`config.mk`:
```
export PLATFORM = sky130hd
export DESIGN_NAME = mem_port_arbiter
export DESIGN_NICKNAME = d
export VERILOG_FILES = /design/src/rtl/mem_port_arbiter.sv
export SDC_FILE = /design/constraint.sdc
export NUM_CORES = 1
export LEC_CHECK = 0
export ABC_AREA = 1
export ABC_CLOCK_PERIOD_IN_PS = 4200
export BUFFER_PORTS_ARGS = -buffer_cell sky130_fd_sc_hd__buf_2
export CAP_MARGIN = 20
export CORE_AREA = 2 2 103 105
export DETAILED_ROUTE_END_ITERATION = 7
export DIE_AREA = 0 0 105 107
export GPL_ROUTABILITY_DRIVEN = 0
export PLACE_DENSITY_LB_ADDON = 0.15
export SETUP_SLACK_MARGIN = 0.4
export SKIP_LAST_GASP = 1
export SLEW_MARGIN = 20
export SYNTH_ARGS = -nofsm -noshare
export SYNTH_HDL_FRONTEND = slang
export SYNTH_SLANG_ARGS = --single-unit
```
`constraint.sdc`:
```
create_clock -name clk -period 4.2 [get_ports clk]
set_clock_uncertainty 0.05 [all_clocks]
set_input_delay 0.63 -clock clk [delete_from_list [all_inputs] [get_ports clk]]
set_output_delay 0.63 -clock clk [all_outputs]
set_load 0.01 [all_outputs]
```
`src/rtl/mem_port_arbiter.sv`:
```
// -----------------------------------------------------------------------------
// mem_port_arbiter
//
// Arbitrates the single shared memory port of the pipelined MIPS core between
// instruction fetch (IF) and load/store (MEM). Requests are serialised onto one
// ready-handshaked bus. Per-requester stall outputs freeze the pipeline until
// each access completes. IF flush squashes an in-flight fetch.
//
// Handshake: a requester holds its level request (if_req, mem_rd/mem_wr) and
// its address/data stable until its stall output is low. That cycle is the
// completion cycle, and the matching rdata output is valid in it. On the bus
// side, bus_req is held high with stable bus_addr/bus_we/bus_wdata until the
// slave returns bus_ready=1, which ends the transaction in that cycle.
//
// Optional feature macro: MEM_TIMEOUT_EN
//   When defined, a BUSY wait counter aborts a transaction after
//   TIMEOUT_CYCLES cycles without bus_ready, and raises bus_err/bus_err_src.
//   When undefined, the arbiter waits forever and bus_err/bus_err_src are 0.
//
// Ports:
//   clk, rst_n               clock (rising edge), async active-low reset
//   if_req/if_addr/if_flush  fetch request, address, squash
//   if_rdata/if_stall        fetch data, fetch stall
//   mem_rd/mem_wr            load/store request (both high is treated as store)
//   mem_addr/mem_wdata       data address, store data
//   mem_rdata/mem_stall      load data, MEM stall
//   bus_req/bus_we           bus transaction active, write strobe (registered)
//   bus_addr/bus_wdata       bus address, store data (registered)
//   bus_rdata/bus_ready      bus read data, transaction complete
//   bus_err/bus_err_src      abort pulse, aborted source (0 = IF, 1 = MEM)
// -----------------------------------------------------------------------------
module mem_port_arbiter #(
    parameter int TIMEOUT_CYCLES = 255
) (
    input  logic        clk,
    input  logic        rst_n,
    input  logic        if_req,
    input  logic [31:0] if_addr,
    input  logic        if_flush,
    output logic [31:0] if_rdata,
    output logic        if_stall,
    input  logic        mem_rd,
    input  logic        mem_wr,
    input  logic [31:0] mem_addr,
    input  logic [31:0] mem_wdata,
    output logic [31:0] mem_rdata,
    output logic        mem_stall,
    output logic        bus_req,
    output logic        bus_we,
    output logic [31:0] bus_addr,
    output logic [31:0] bus_wdata,
    input  logic [31:0] bus_rdata,
    input  logic        bus_ready,
    output logic        bus_err,
    output logic        bus_err_src
);

    typedef enum logic [1:0] {
        IDLE     = 2'd0,
        IF_BUSY  = 2'd1,
        MEM_BUSY = 2'd2
    } state_t;

    state_t state;
    state_t state_next;

    logic drop;       // current fetch was squashed, its data must not be used
    logic last_mem;   // last completed access was MEM: give IF the next turn
    logic mem_any;
    logic drop_now;   // squash including a flush arriving this very cycle
    logic abort;      // timeout abort in this cycle
    logic done;       // current BUSY transaction ends this cycle

    assign mem_any  = mem_rd | mem_wr;
    assign drop_now = drop | ((state == IF_BUSY) & if_flush);
    assign done     = bus_ready | abort;

    // -------------------------------------------------------------------------
    // Optional bus timeout
    // -------------------------------------------------------------------------
`ifdef MEM_TIMEOUT_EN
    localparam int CW = $clog2(TIMEOUT_CYCLES + 1);

    logic [CW-1:0] wait_cnt;

    // The counter holds the number of earlier wait cycles, so the abort fires
    // in the wait cycle that brings the total to TIMEOUT_CYCLES.
    assign abort = (state != IDLE) & ~bus_ready &
                   (wait_cnt == CW'(TIMEOUT_CYCLES - 1));

    always_ff @(posedge clk or negedge rst_n) begin
        if (!rst_n) begin
            wait_cnt <= '0;
        end else if (state == IDLE) begin
            wait_cnt <= '0;
        end else if (!bus_ready) begin
            wait_cnt <= wait_cnt + CW'(1);
        end
    end

    assign bus_err     = abort;
    assign bus_err_src = abort & (state == MEM_BUSY);
`else
    logic [31:0] unused_timeout;

    assign unused_timeout = 32'(TIMEOUT_CYCLES);
    assign abort          = 1'b0;
    assign bus_err        = 1'b0;
    assign bus_err_src    = 1'b0;
`endif

    // -------------------------------------------------------------------------
    // FSM: state register
    // -------------------------------------------------------------------------
    always_ff @(posedge clk or negedge rst_n) begin
        if (!rst_n) begin
            state <= IDLE;
        end else begin
            state <= state_next;
        end
    end

    // -------------------------------------------------------------------------
    // FSM: next state
    // -------------------------------------------------------------------------
    always_comb begin
        state_next = state;
        case (state)
            IDLE: begin
                // MEM normally wins; right after a MEM completion a waiting
                // fetch gets one turn. A flush in IDLE withholds the IF grant.
                if (mem_any && !(if_req && last_mem && !if_flush)) begin
                    state_next = MEM_BUSY;
                end else if (if_req && !if_flush) begin
                    state_next = IF_BUSY;
                end
            end
            IF_BUSY, MEM_BUSY: begin
                if (done) begin
                    state_next = IDLE;
                end
            end
            default: state_next = IDLE;
        endcase
    end

    // -------------------------------------------------------------------------
    // Registered bus outputs: captured only when a BUSY state is entered,
    // then held stable for the whole transaction.
    // -------------------------------------------------------------------------
    always_ff @(posedge clk or negedge rst_n) begin
        if (!rst_n) begin
            bus_req   <= 1'b0;
            bus_we    <= 1'b0;
            bus_addr  <= '0;
            bus_wdata <= '0;
        end else begin
            bus_req <= (state_next != IDLE);
            if (state == IDLE && state_next == MEM_BUSY) begin
                bus_addr  <= mem_addr;
                bus_we    <= mem_wr;      // rd+wr together resolves to a write
                bus_wdata <= mem_wdata;
            end else if (state == IDLE && state_next == IF_BUSY) begin
                bus_addr  <= if_addr;
                bus_we    <= 1'b0;
                bus_wdata <= '0;
            end
        end
    end

    // -------------------------------------------------------------------------
    // Drop and fairness flags
    // -------------------------------------------------------------------------
    always_ff @(posedge clk or negedge rst_n) begin
        if (!rst_n) begin
            drop     <= 1'b0;
            last_mem <= 1'b0;
        end else begin
            drop <= (state == IF_BUSY && state_next == IF_BUSY) ? drop_now : 1'b0;
            if (state == MEM_BUSY && done) begin
                last_mem <= 1'b1;
            end else if (state == IF_BUSY && done) begin
                last_mem <= 1'b0;
            end
        end
    end

    // -------------------------------------------------------------------------
    // Requester-side outputs (combinational from bus_ready/bus_rdata)
    // -------------------------------------------------------------------------
    assign if_stall  = if_req & ~((state == IF_BUSY) & done & ~drop_now);
    assign mem_stall = mem_any & ~((state == MEM_BUSY) & done);

    assign if_rdata  = ((state == IF_BUSY) & bus_ready & ~drop_now) ? bus_rdata : '0;
    assign mem_rdata = ((state == MEM_BUSY) & bus_ready) ? bus_rdata : '0;

endmodule

```
==> flow_metrics.env, run 1 <==
export IMPL_crit_required_ps=4430
export IMPL_io_pins=269
export IMPL_cp_slowest_cell="inv_1"
export IMPL_slowest_delay_ps=990
export IMPL_cpMostUsedCell="nand2_1"
export IMPL_cp_arrival_ps=3310
export IMPL_p_leak_nw=3.635
export IMPL_cts_hold_buf=0
export IMPL_crit_start="state[0]"
export IMPL_synthCells=578
export IMPL_htreeDepth=3
export IMPL_placed_cell_area_sq_um=5365
export IMPL_timing_setup_tns_ps=0
export IMPL_hold_violations=0
export IMPL_grt_max_degree=71
export IMPL_relSlewSlack=0.3448
export IMPL_grt_overflow_total=0
export IMPL_remaining_drc_errors=0
export IMPL_drtAntennaViolNets=0
export IMPL_wl_per_cell_microns=13.31
export IMPL_clock_fmax_mhz=324.7
export IMPL_initial_core_util=0.4019
export IMPL_clk_latency_ps=340
export IMPL_fin_crit_sh=0.7334
export IMPL_dieWidth_microns=105
export IMPL_drive_gt1_frac=0.3571
export IMPL_hp_class="input pin to async pin"
export IMPL_die_area_sq_um=11240
export IMPL_cap_violations=0
export IMPL_cts_setup_buffers=0
export IMPL_io_buffers=266
export IMPL_final_common_cell="buf_2"
export IMPL_rsz0062_at_grt="no"
export IMPL_area_growth_pct=38.25
export IMPL_syn_area_per_cell_sq_um=7.018
export IMPL_die_h_microns=107
export IMPL_r2r_start="state[0]"
export IMPL_synth_area_sq_um=4056
export IMPL_crit_fanout=34
export IMPL_power_density_nw_per_um2=679.0
export IMPL_dp_hpwl_mm=9.211
export IMPL_setup_violations=0
export IMPL_outcome="complete, no violations"
export IMPL_antenna_found_initial=0
export IMPL_grt_total_usage=0.2266
export IMPL_cts_buffers=9
export IMPL_cp_buffers_inverters=2
export IMPL_synth_seq_area_share=0.4318
export IMPL_utilization=0.5557
export IMPL_power_ir_vdd_worst_mv=0.3276
export IMPL_cts_sinks=70
export IMPL_clock_path_buffers=2
export IMPL_ys_warn_count=0
export IMPL_vias_per_cell=4.611
export IMPL_synth_seq_cells=70
export IMPL_critical_path_class="register to register"
export IMPL_cts_tree="done"
export IMPL_yosys_cell_types_count=23
export IMPL_path_clk_slew_ps=90
export IMPL_cp_cell_sequence="inv_1, ha_1, nand3_1, nand3_2, inv_1, nand3_1, nand2_1, nand2_1, nand2_1"
export IMPL_critPathLaunchType="register"
export IMPL_final_cell_mix="265 x buf_2, 178 x nand2_1, 102 x nand3_1"
export IMPL_finalCriticalPeriod_ps=3080
export IMPL_rows=37
export IMPL_crit_path_end_kind="register"
export IMPL_num_antenna_cells=0
export IMPL_fin_nets=960
export IMPL_via_count=4436
export IMPL_crit_family="simple AND/OR/NAND/NOR gates"
export IMPL_grt_pass1_vias=4128
export IMPL_core_area_sq_um=10090
export IMPL_wl_mm=12.80
export IMPL_drt_pass1_iterations=5
export IMPL_clk_root_buffer_cell="clkbuf_8"
export IMPL_drt_iter0_drc=356
export IMPL_power_total_mw=3.808
export IMPL_postLayoutCellArea_sq_um=5608
export IMPL_max_slew_worst_pin_slew_ps=981.7
export IMPL_cts_resized=0
export IMPL_grt_pass1_wl_mm=20.62
export IMPL_maxSlewViolCount=0
-- flip-flops by register name, summed over array words and instances, names as in the netlist --
name	cells
bus_wdata	32
state	2
bus_addr	32
bus_req	1
last_mem	1
drop	1
bus_we	1
-- layout make-up --
cell class | instances | area, sq um
fill | 1017 | 4484
sequential | 70 | 1752
timing repair buffer | 271 | 1375
inverter | 75 | 281.5
clock buffer | 9 | 123.9
tap | 136 | 170.2
clock inverter | 7 | 105.1
multi-input combinational | 394 | 1800
-- stage by stage --
step / hold WS, ps / setup slack (ps) / std cells
2_1_floorplan: 284.4 / 2193 / 579
3_5_place_dp: 422.0 / 1051 / 945
6_report: 356.9 / 1120 / 962
5_1_grt: 417.0 / 695.9 / 962
3_3_place_gp: 412.9 / 1138 / 945
4_1_cts: 387.6 / 1072 / 961
-- path summary, 6_finish.rpt --
| kind | slack (ps) | depth (start not counted) | endpoint |
|---|---|---|---|
| setup / recovery | 1120 | 9 | bus_addr[30] |
| hold / removal | 360 | 1 | bus_wdata[20] |
| setup reg to reg | 1120 | 9 | bus_addr[30] |
| hold reg to reg | 450 | 2 | last_mem |
| max in group asynchronous | 3160 | 1 | bus_addr[9] |
| min in group clk | 430 | 3 | bus_wdata[14] |
-- report_power, final --
| group | internal (mW) | switching, mW |
|---|---|---|
| clock | 0.344 | 0.284 |
| sequential | 0.998 | 0.162 |
| combinational | 0.705 | 1.32 |
-- worst reg2reg max path, cell delays in order (launching register included) --
cell,delay [ps]
dfrtp_1,420
inv_1,100
ha_1,320
nand3_1,150
nand3_2,580
inv_1,990
nand3_1,180
nand2_1,100
nand2_1,60
nand2_1,90
-- routing by layer --
layer	up-vias	wire [microns]	global-route usage
li1	2254	-	-
met5	-	0	0
met1	2022	5820	0.3234
met4	0	116	0.05905
met3	11	805	0.04559
met2	149	6058	0.3520
-- synth_stat cells --
library cell	n	area share
nand2_1	179	0.17
nand3_1	102	0.13
inv_1	73	0.068
dfrtp_1	70	0.43
nor2_1	65	0.060
o21bai_1	32	0.059
clkbuf_1	13	0.012
buf_2	12	0.015
buf_6	6	0.017
buf_4	5	0.0093
buf_1	4	0.0037
ha_1	4	0.012
a21oi_1	2	0.0025
inv_2	2	0.0019
a21boi_0	1	0.0019
a21oi_2	1	0.0022
conb_1	1	0.00092
nand2_2	1	0.0015
nand3_2	1	0.0025
nand4_1	1	0.0015
nor2_4	1	0.0028
o21a_1	1	0.0019
or2_2	1	0.0015
-- cells by family (layout without fill, tap and decap cells) --
logic type / Yosys count / in the layout / synth area share
and+or+nand+nor: 351 / 351 / 0.3615
AOI/OAI and AO/OA: 37 / 37 / 0.06755
other: 1 / 2 / 0.0009245
adders and majority gates: 4 / 4 / 0.01234
DFF: 70 / 70 / 0.4318
buffers and inverters: 115 / 362 / 0.1258
Note: power is estimated with default switching activity, not from simulation.
==> run 2: changes to the inputs <==
--- a/config.mk
+++ b/config.mk
@@ -5,13 +5,13 @@
 export SDC_FILE = /design/constraint.sdc
 export NUM_CORES = 1
 export LEC_CHECK = 0
-export ABC_AREA = 1
-export ABC_CLOCK_PERIOD_IN_PS = 4200
+export ABC_AREA = 0
+export ABC_CLOCK_PERIOD_IN_PS = 2700
 export BUFFER_PORTS_ARGS = -buffer_cell sky130_fd_sc_hd__buf_2
 export CAP_MARGIN = 20
-export CORE_AREA = 2 2 103 105
+export CORE_MARGIN = 2
+export CORE_UTILIZATION = 38
 export DETAILED_ROUTE_END_ITERATION = 7
-export DIE_AREA = 0 0 105 107
 export GPL_ROUTABILITY_DRIVEN = 0
 export PLACE_DENSITY_LB_ADDON = 0.15
 export SETUP_SLACK_MARGIN = 0.4
==> constraint.sdc (replaced) <==
create_clock -name clk -period 2.7 [get_ports clk]
set_clock_uncertainty 0.05 [all_clocks]
set_input_delay 0.405 -clock clk [delete_from_list [all_inputs] [get_ports clk]]
set_output_delay 0.405 -clock clk [all_outputs]
set_load 0.01 [all_outputs]
==> run 2 against run 1 <==
Register-to-register slack got worse by 630 ps; total power increased by 59%; cell area increased by 2.1%; global-route usage decreased by 3.4 points; non-clock buffer count increased by 14; critical endpoint is now if_rdata[4].
==> flow_metrics.env, run 2 <==
export IMPL_outcome="complete, no violations"
export IMPL_die_area_sq_um=11050
export IMPL_grt_max_degree=71
export IMPL_cap_violations=0
export IMPL_power_ir_vdd_worst_mv=0.5667
export IMPL_synth_xor_xnor_area_share=0
export IMPL_cpMostUsedCell="buf_6"
export IMPL_initial_core_util=0.3940
export IMPL_synth_seq_cells=70
export IMPL_io_pins=269
export IMPL_cp_cell_sequence="inv_2, ha_2, nand2_2, nor3_4, buf_6, buf_6, and2_1, buf_2"
export IMPL_grt_pass1_vias=3440
export IMPL_path_clk_slew_ps=80
export IMPL_synth_top_area_share=0.4507
export IMPL_io_buffers=266
export IMPL_crit_start="state[1]"
export IMPL_critPathLaunchType="register"
export IMPL_muxShareOfSynthArea=0.1974
export IMPL_clock_fmax_mhz=449.4
export IMPL_cp_slowest_cell="dfrtp_2"
export IMPL_cp_buffers_inverters=4
export IMPL_remaining_drc_errors=0
export IMPL_drt_pass1_iterations=4
export IMPL_crit_path_end_kind="output port"
export IMPL_crit_required_ps=2250
export IMPL_slowest_delay_ps=430
export IMPL_setup_violations=0
export IMPL_area_growth_pct=47.39
export IMPL_clk_root_buffer_cell="clkbuf_8"
export IMPL_synth_area_sq_um=3886
export IMPL_final_common_cell="buf_2"
export IMPL_synth_top_family_by_area="simple AND/OR/NAND/NOR gates"
export IMPL_vias_per_cell=4.693
export IMPL_cts_hold_buf=0
export IMPL_drt_iter0_drc=129
export IMPL_via_count=3595
export IMPL_drtAntennaViolNets=0
export IMPL_synthCells=362
export IMPL_grt_total_usage=0.1931
export IMPL_cp_arrival_ps=1770
export IMPL_ys_warn_count=0
export IMPL_p_leak_nw=3.068
export IMPL_preCtsSetupSlack_ps=378.8
export IMPL_num_antenna_cells=0
export IMPL_crit_family="buffers and inverters"
export IMPL_clock_path_buffers=2
export IMPL_die_h_microns=105.1
export IMPL_timing_setup_tns_ps=0
export IMPL_rows=36
export IMPL_yosys_area_top_type="dfrtp_1"
export IMPL_yosysMostFrequentCell="dfrtp_1"
export IMPL_synth_edf_count=0
export IMPL_synthArstFlopShare=1.000
export IMPL_syn_area_per_cell_sq_um=10.74
export IMPL_yosys_top_cells_count="70 x dfrtp_1, 35 x a21oi_1, 33 x and3_1, 33 x nor3_1"
export IMPL_final_cell_mix="265 x buf_2, 69 x dfrtp_1, 35 x a21oi_1"
export IMPL_hold_violations=0
export IMPL_wl_mm=11.56
export IMPL_finalWorstSetupSlack_ps=475.0
export IMPL_power_total_mw=6.060
export IMPL_cts_buffers=9
export IMPL_cts_sinks=70
export IMPL_fin_crit_sh=0.8241
export IMPL_rsz0062_at_grt="yes"
export IMPL_maxSlewViolCount=0
export IMPL_cts_tree="done"
export IMPL_yosys_cell_types_count=30
export IMPL_r2r_start="state[0]"
export IMPL_synth_fa_ha_area_frac=0.01288
export IMPL_relSlewSlack=0.4136
export IMPL_critical_path_class="register to output port"
export IMPL_top_regs="bus_addr: 32 flops, bus_wdata: 32 flops, state: 2 flops"
export IMPL_core_area_sq_um=9864
export IMPL_grt_pass1_wl_mm=17.15
export IMPL_synth_seq_area_share=0.4507
export IMPL_dp_hpwl_mm=8.137
export IMPL_max_slew_worst_pin_slew_ps=879.5
export IMPL_finalCriticalPeriod_ps=2225
export IMPL_fin_nets=767
export IMPL_hp_class="input pin to async pin"
export IMPL_antenna_found_initial=0
export IMPL_clk_latency_ps=340
export IMPL_power_density_nw_per_um2=1058
export IMPL_synth_compound_area_share=0.06117
export IMPL_synth_top_cells_by_area="dfrtp_1 45%, mux2i_1 8.2%, mux2_4 7.7%"
export IMPL_grt_overflow_total=0
export IMPL_synth_simple_gate_area_frac=0.2241
export IMPL_wl_per_cell_microns=15.09
export IMPL_utilization=0.5807
export IMPL_dieWidth_microns=105.1
export IMPL_drive_gt1_frac=0.5498
export IMPL_htreeDepth=3
export IMPL_synth_main_ff_cell="dfrtp_1"
export IMPL_crit_fanout=8
-- run 2: cell count changes in the layout (fill, tap and decap cells not counted), moves of 20 or more --
cell	before	now
mux2_4	0	20
and2_1	0	32
and3_1	0	33
nor2b_1	0	30
nand2_1	178	4
nor3_1	0	32
nor2_1	65	4
nand3_1	102	0
a21oi_1	2	35
inv_1	73	1
mux2i_1	0	32
o21bai_1	32	0
-- run 2: path summary, 6_finish.rpt --
check / to / slack (ps) / cells after the start
worst min-delay path: bus_addr[22] / 110 / 1
min in group clk: bus_wdata[9] / 230 / 2
worst max-delay path: if_rdata[4] / 480 / 8
worst max register to register: bus_wdata[16] / 490 / 8
max in group asynchronous: state[1] / 1840 / 1
worst min register to register: last_mem / 480 / 1
-- run 2: report_power, final --
group          total [mW]  internal, mW  switching [mW]
combinational        3.17          1.60            1.58
clock                1.04         0.641           0.399
sequential           1.85          1.58           0.265
-- run 2: cell type report --
| type | instances | area, sq um |
|---|---|---|
| clock buffer | 11 | 141.4 |
| clock inverter | 5 | 106.4 |
| fill | 884 | 4136 |
| inverter | 2 | 7.507 |
| multi-input combinational | 260 | 1982 |
| sequential | 70 | 1753 |
| tap | 133 | 166.4 |
| timing repair buffer | 285 | 1572 |
-- run 2: metrics by stage --
stage	hold WS (ps)	cells	instance area, sq um
floorplan	59.41	363	3890
CTS	155.2	758	5575
detailed placement	459.3	740	5309
global route	180.7	766	5728
global placement	453.3	740	5309
finish	111.4	766	5728
-- run 2: logic make-up (layout without fill, tap and decap cells) --
group                      after synthesis  in the layout
DFF                                     70             70
and+or+nand+nor                        147            147
muxes                                   65             65
adders and majority gates                4              4
AOI/OAI and AO/OA                       42             42
buffers and inverters                   33            303
other                                    1              2
-- run 2: per-layer routing --
layer  global-route usage  up-vias  wire, microns  share of wire
met5                    0        -              0              0
met4              0.04857        0            114         0.0099
met3              0.06488       10            875          0.076
met2               0.3247      145           5577           0.48
met1               0.2382     1665           4992           0.43
li1                     -     1775              -              -
-- run 2: timing repair --
item                                    in CTS  in global routing
endpoints found under the setup margin      27                 75
buffers inserted                             2                  4
gates resized for setup                      1                 20
pin swaps                                    0                  1
cloned                                       0                  4
==> run 3: changes to the inputs <==
--- a/config.mk
+++ b/config.mk
@@ -5,13 +5,13 @@
 export SDC_FILE = /design/constraint.sdc
 export NUM_CORES = 1
 export LEC_CHECK = 0
-export ABC_AREA = 0
-export ABC_CLOCK_PERIOD_IN_PS = 2700
+export ABC_AREA = 1
+export ABC_CLOCK_PERIOD_IN_PS = 2300
 export BUFFER_PORTS_ARGS = -buffer_cell sky130_fd_sc_hd__buf_2
 export CAP_MARGIN = 20
-export CORE_MARGIN = 2
-export CORE_UTILIZATION = 38
+export CORE_AREA = 2 2 104 106
 export DETAILED_ROUTE_END_ITERATION = 7
+export DIE_AREA = 0 0 106 108
 export GPL_ROUTABILITY_DRIVEN = 0
 export PLACE_DENSITY_LB_ADDON = 0.15
 export SETUP_SLACK_MARGIN = 0.4
==> constraint.sdc (replaced) <==
create_clock -name clk -period 2.3 [get_ports clk]
set_clock_uncertainty 0.05 [all_clocks]
set_input_delay 0.345 -clock clk [delete_from_list [all_inputs] [get_ports clk]]
set_output_delay 0.345 -clock clk [all_outputs]
set_load 0.01 [all_outputs]
==> run 3 against run 2 <==
Sequential cell count unchanged; final cell count rose by 33%; sequential power rose by 18%; setup slack got worse by 270 ps; worst hold slack got worse by 64 ps; global-route usage grew 3.9 points; highest routed layer unchanged.
==> flow_metrics.env, run 3 (same netlist as run 1, synthesis figures left out) <==
export IMPL_clk_latency_ps=330
export IMPL_regArea_sq_um=1753
export IMPL_num_antenna_cells=0
export IMPL_via_count=4865
export IMPL_hold_worst_slack_ps=47.55
export IMPL_area_growth_pct=73.60
export IMPL_maxSlewViolCount=0
export IMPL_hold_violations=0
export IMPL_wl_mm=15.48
export IMPL_cts_tree="done"
export IMPL_grtUsageMet2=0.3793
export IMPL_die_h_microns=108
export IMPL_core_area_sq_um=10230
export IMPL_fin_nets=1014
export IMPL_grt_pass1_vias=4482
export IMPL_critical_path_class="register to register"
export IMPL_final_common_cell="buf_2"
export IMPL_outcome="complete, no violations"
export IMPL_critPathLaunchType="register"
export IMPL_hp_class="input pin to async pin"
export IMPL_dieWidth_microns=106
export IMPL_top_regs="bus_addr: 32 flops, bus_wdata: 32 flops, state: 2 flops"
export IMPL_reg2reg_slack_ps=210
export IMPL_crit_fanout=8
export IMPL_use_met1=0.3126
export IMPL_grt_total_usage=0.2324
export IMPL_grt_busiest_layer="met2"
export IMPL_clock_fmax_mhz=478.5
export IMPL_antenna_found_initial=0
export IMPL_path_clk_slew_ps=80
export IMPL_met3_usage=0.03737
export IMPL_drtAntennaViolNets=0
export IMPL_power_ir_vdd_worst_mv=0.7460
export IMPL_crit_required_ps=2480
export IMPL_cts_hold_buf=0
export IMPL_finalCriticalPeriod_ps=2090
export IMPL_max_slew_worst_pin_slew_ps=895.3
export IMPL_p_leak_nw=4.273
export IMPL_power_density_nw_per_um2=1306
export IMPL_initial_core_util=0.3965
export IMPL_drt_pass1_iterations=5
export IMPL_fin_crit_sh=0.9087
export IMPL_multi_input_area_sq_um=2295
export IMPL_cts_sinks=70
export IMPL_relSlewSlack=0.4032
export IMPL_die_area_sq_um=11450
export IMPL_grt_pass1_wl_mm=21.42
export IMPL_wl_per_cell_microns=15.24
export IMPL_grt_overflow_total=0
export IMPL_vias_per_cell=4.788
export IMPL_io_buffers=266
export IMPL_fill_cells=877
export IMPL_drt_iter0_drc=295
export IMPL_cap_violations=0
export IMPL_rows=37
export IMPL_io_pins=269
export IMPL_crit_path_end_kind="register"
export IMPL_timing_setup_tns_ps=0
export IMPL_final_cell_mix="264 x buf_2, 138 x nand2_1, 69 x dfrtp_1"
export IMPL_cts_buffers=9
export IMPL_clock_path_buffers=2
export IMPL_dp_hpwl_mm=9.407
export IMPL_grt_max_degree=71
export IMPL_drive_gt1_frac=0.5227
export IMPL_rsz0062_at_grt="yes"
export IMPL_setup_violations=0
export IMPL_htreeDepth=3
export IMPL_cp_arrival_ps=2270
export IMPL_clk_root_buffer_cell="clkbuf_8"
export IMPL_remaining_drc_errors=0
## run 3: cell types whose count changed in the layout (fill, tap and decap cells not counted), sizes merged, moves of 33 or more
cell   delta
nand2   +175
nand3   +103
inv      +73
nor2     +62
a21oi    -34
nor3     -34
and3     -33
mux2     -33
nor2b    -33
## run 3: final timing paths
kind | startpoint | end | cells past startpoint
hold reg to reg | last_mem | last_mem | 2
setup reg to reg | state[0] | bus_addr[13] | 15
min in group clk | mem_wdata[20] | bus_wdata[20] | 3
max in group asynchronous | rst_n | state[0] | 1
setup / recovery | state[0] | bus_addr[13] | 15
hold / removal | rst_n | bus_wdata[23] | 1
## run 3: worst max-delay path, cell delays in order (launching register included)
cell and delay (ps):
dfrtp_2 430, inv_4 70, buf_12 120, ha_4 270, nand2_2 50, nand2_2 80
nand2_4 60, nand2_4 80, inv_2 40, nand4_1 110, buf_6 150, nand2_4 60
buf_6 130, clkbuf_16 160, nand2_1 70, nand2_1 50
## run 3: what timing repair did
item                                    CTS  global route
pin swaps                                 3            47
gates cloned                              7            17
gates resized for setup                  57           117
setup buffers                            11             7
endpoints found under the setup margin  128           133
## run 3: through the flow
step	setup slack [ps]	area, sq um	utilization	cells	total power, mW
after floorplan	480.0	4060	-	579	4.685
after global placement	380.7	5488	0.5364	958	5.983
after detailed placement	286.4	5488	0.5364	958	6.064
after CTS	254.8	6201	0.6061	992	7.721
after global routing	136.6	7042	0.6883	1016	9.816
final	210.0	7042	0.6883	1016	9.195
## run 3: per-layer routing
metal | routed length (microns) | vias to the layer above
met2 | 7450 | 181
met3 | 961 | 18
met1 | 6837 | 2281
met4 | 231 | 0
met5 | 0 | -
li1 | - | 2385
## run 3: power breakdown
| group | leakage [nW] | internal, mW | switching [mW] |
|---|---|---|---|
| Clock | 0.109 | 0.614 | 0.483 |
| Sequential | 0.869 | 1.83 | 0.366 |
| Combinational | 3.29 | 2.69 | 3.21 |
## run 3: final cells by class
cell class / count / area share
Clock inverter: 7 / 0.01404
Clock buffer: 9 / 0.01759
Tap cell: 136 / 0.02416
Timing Repair Buffer: 325 / 0.3287
Inverter: 75 / 0.04069
Sequential cell: 70 / 0.2489
Multi-Input combinational cell: 394 / 0.3259
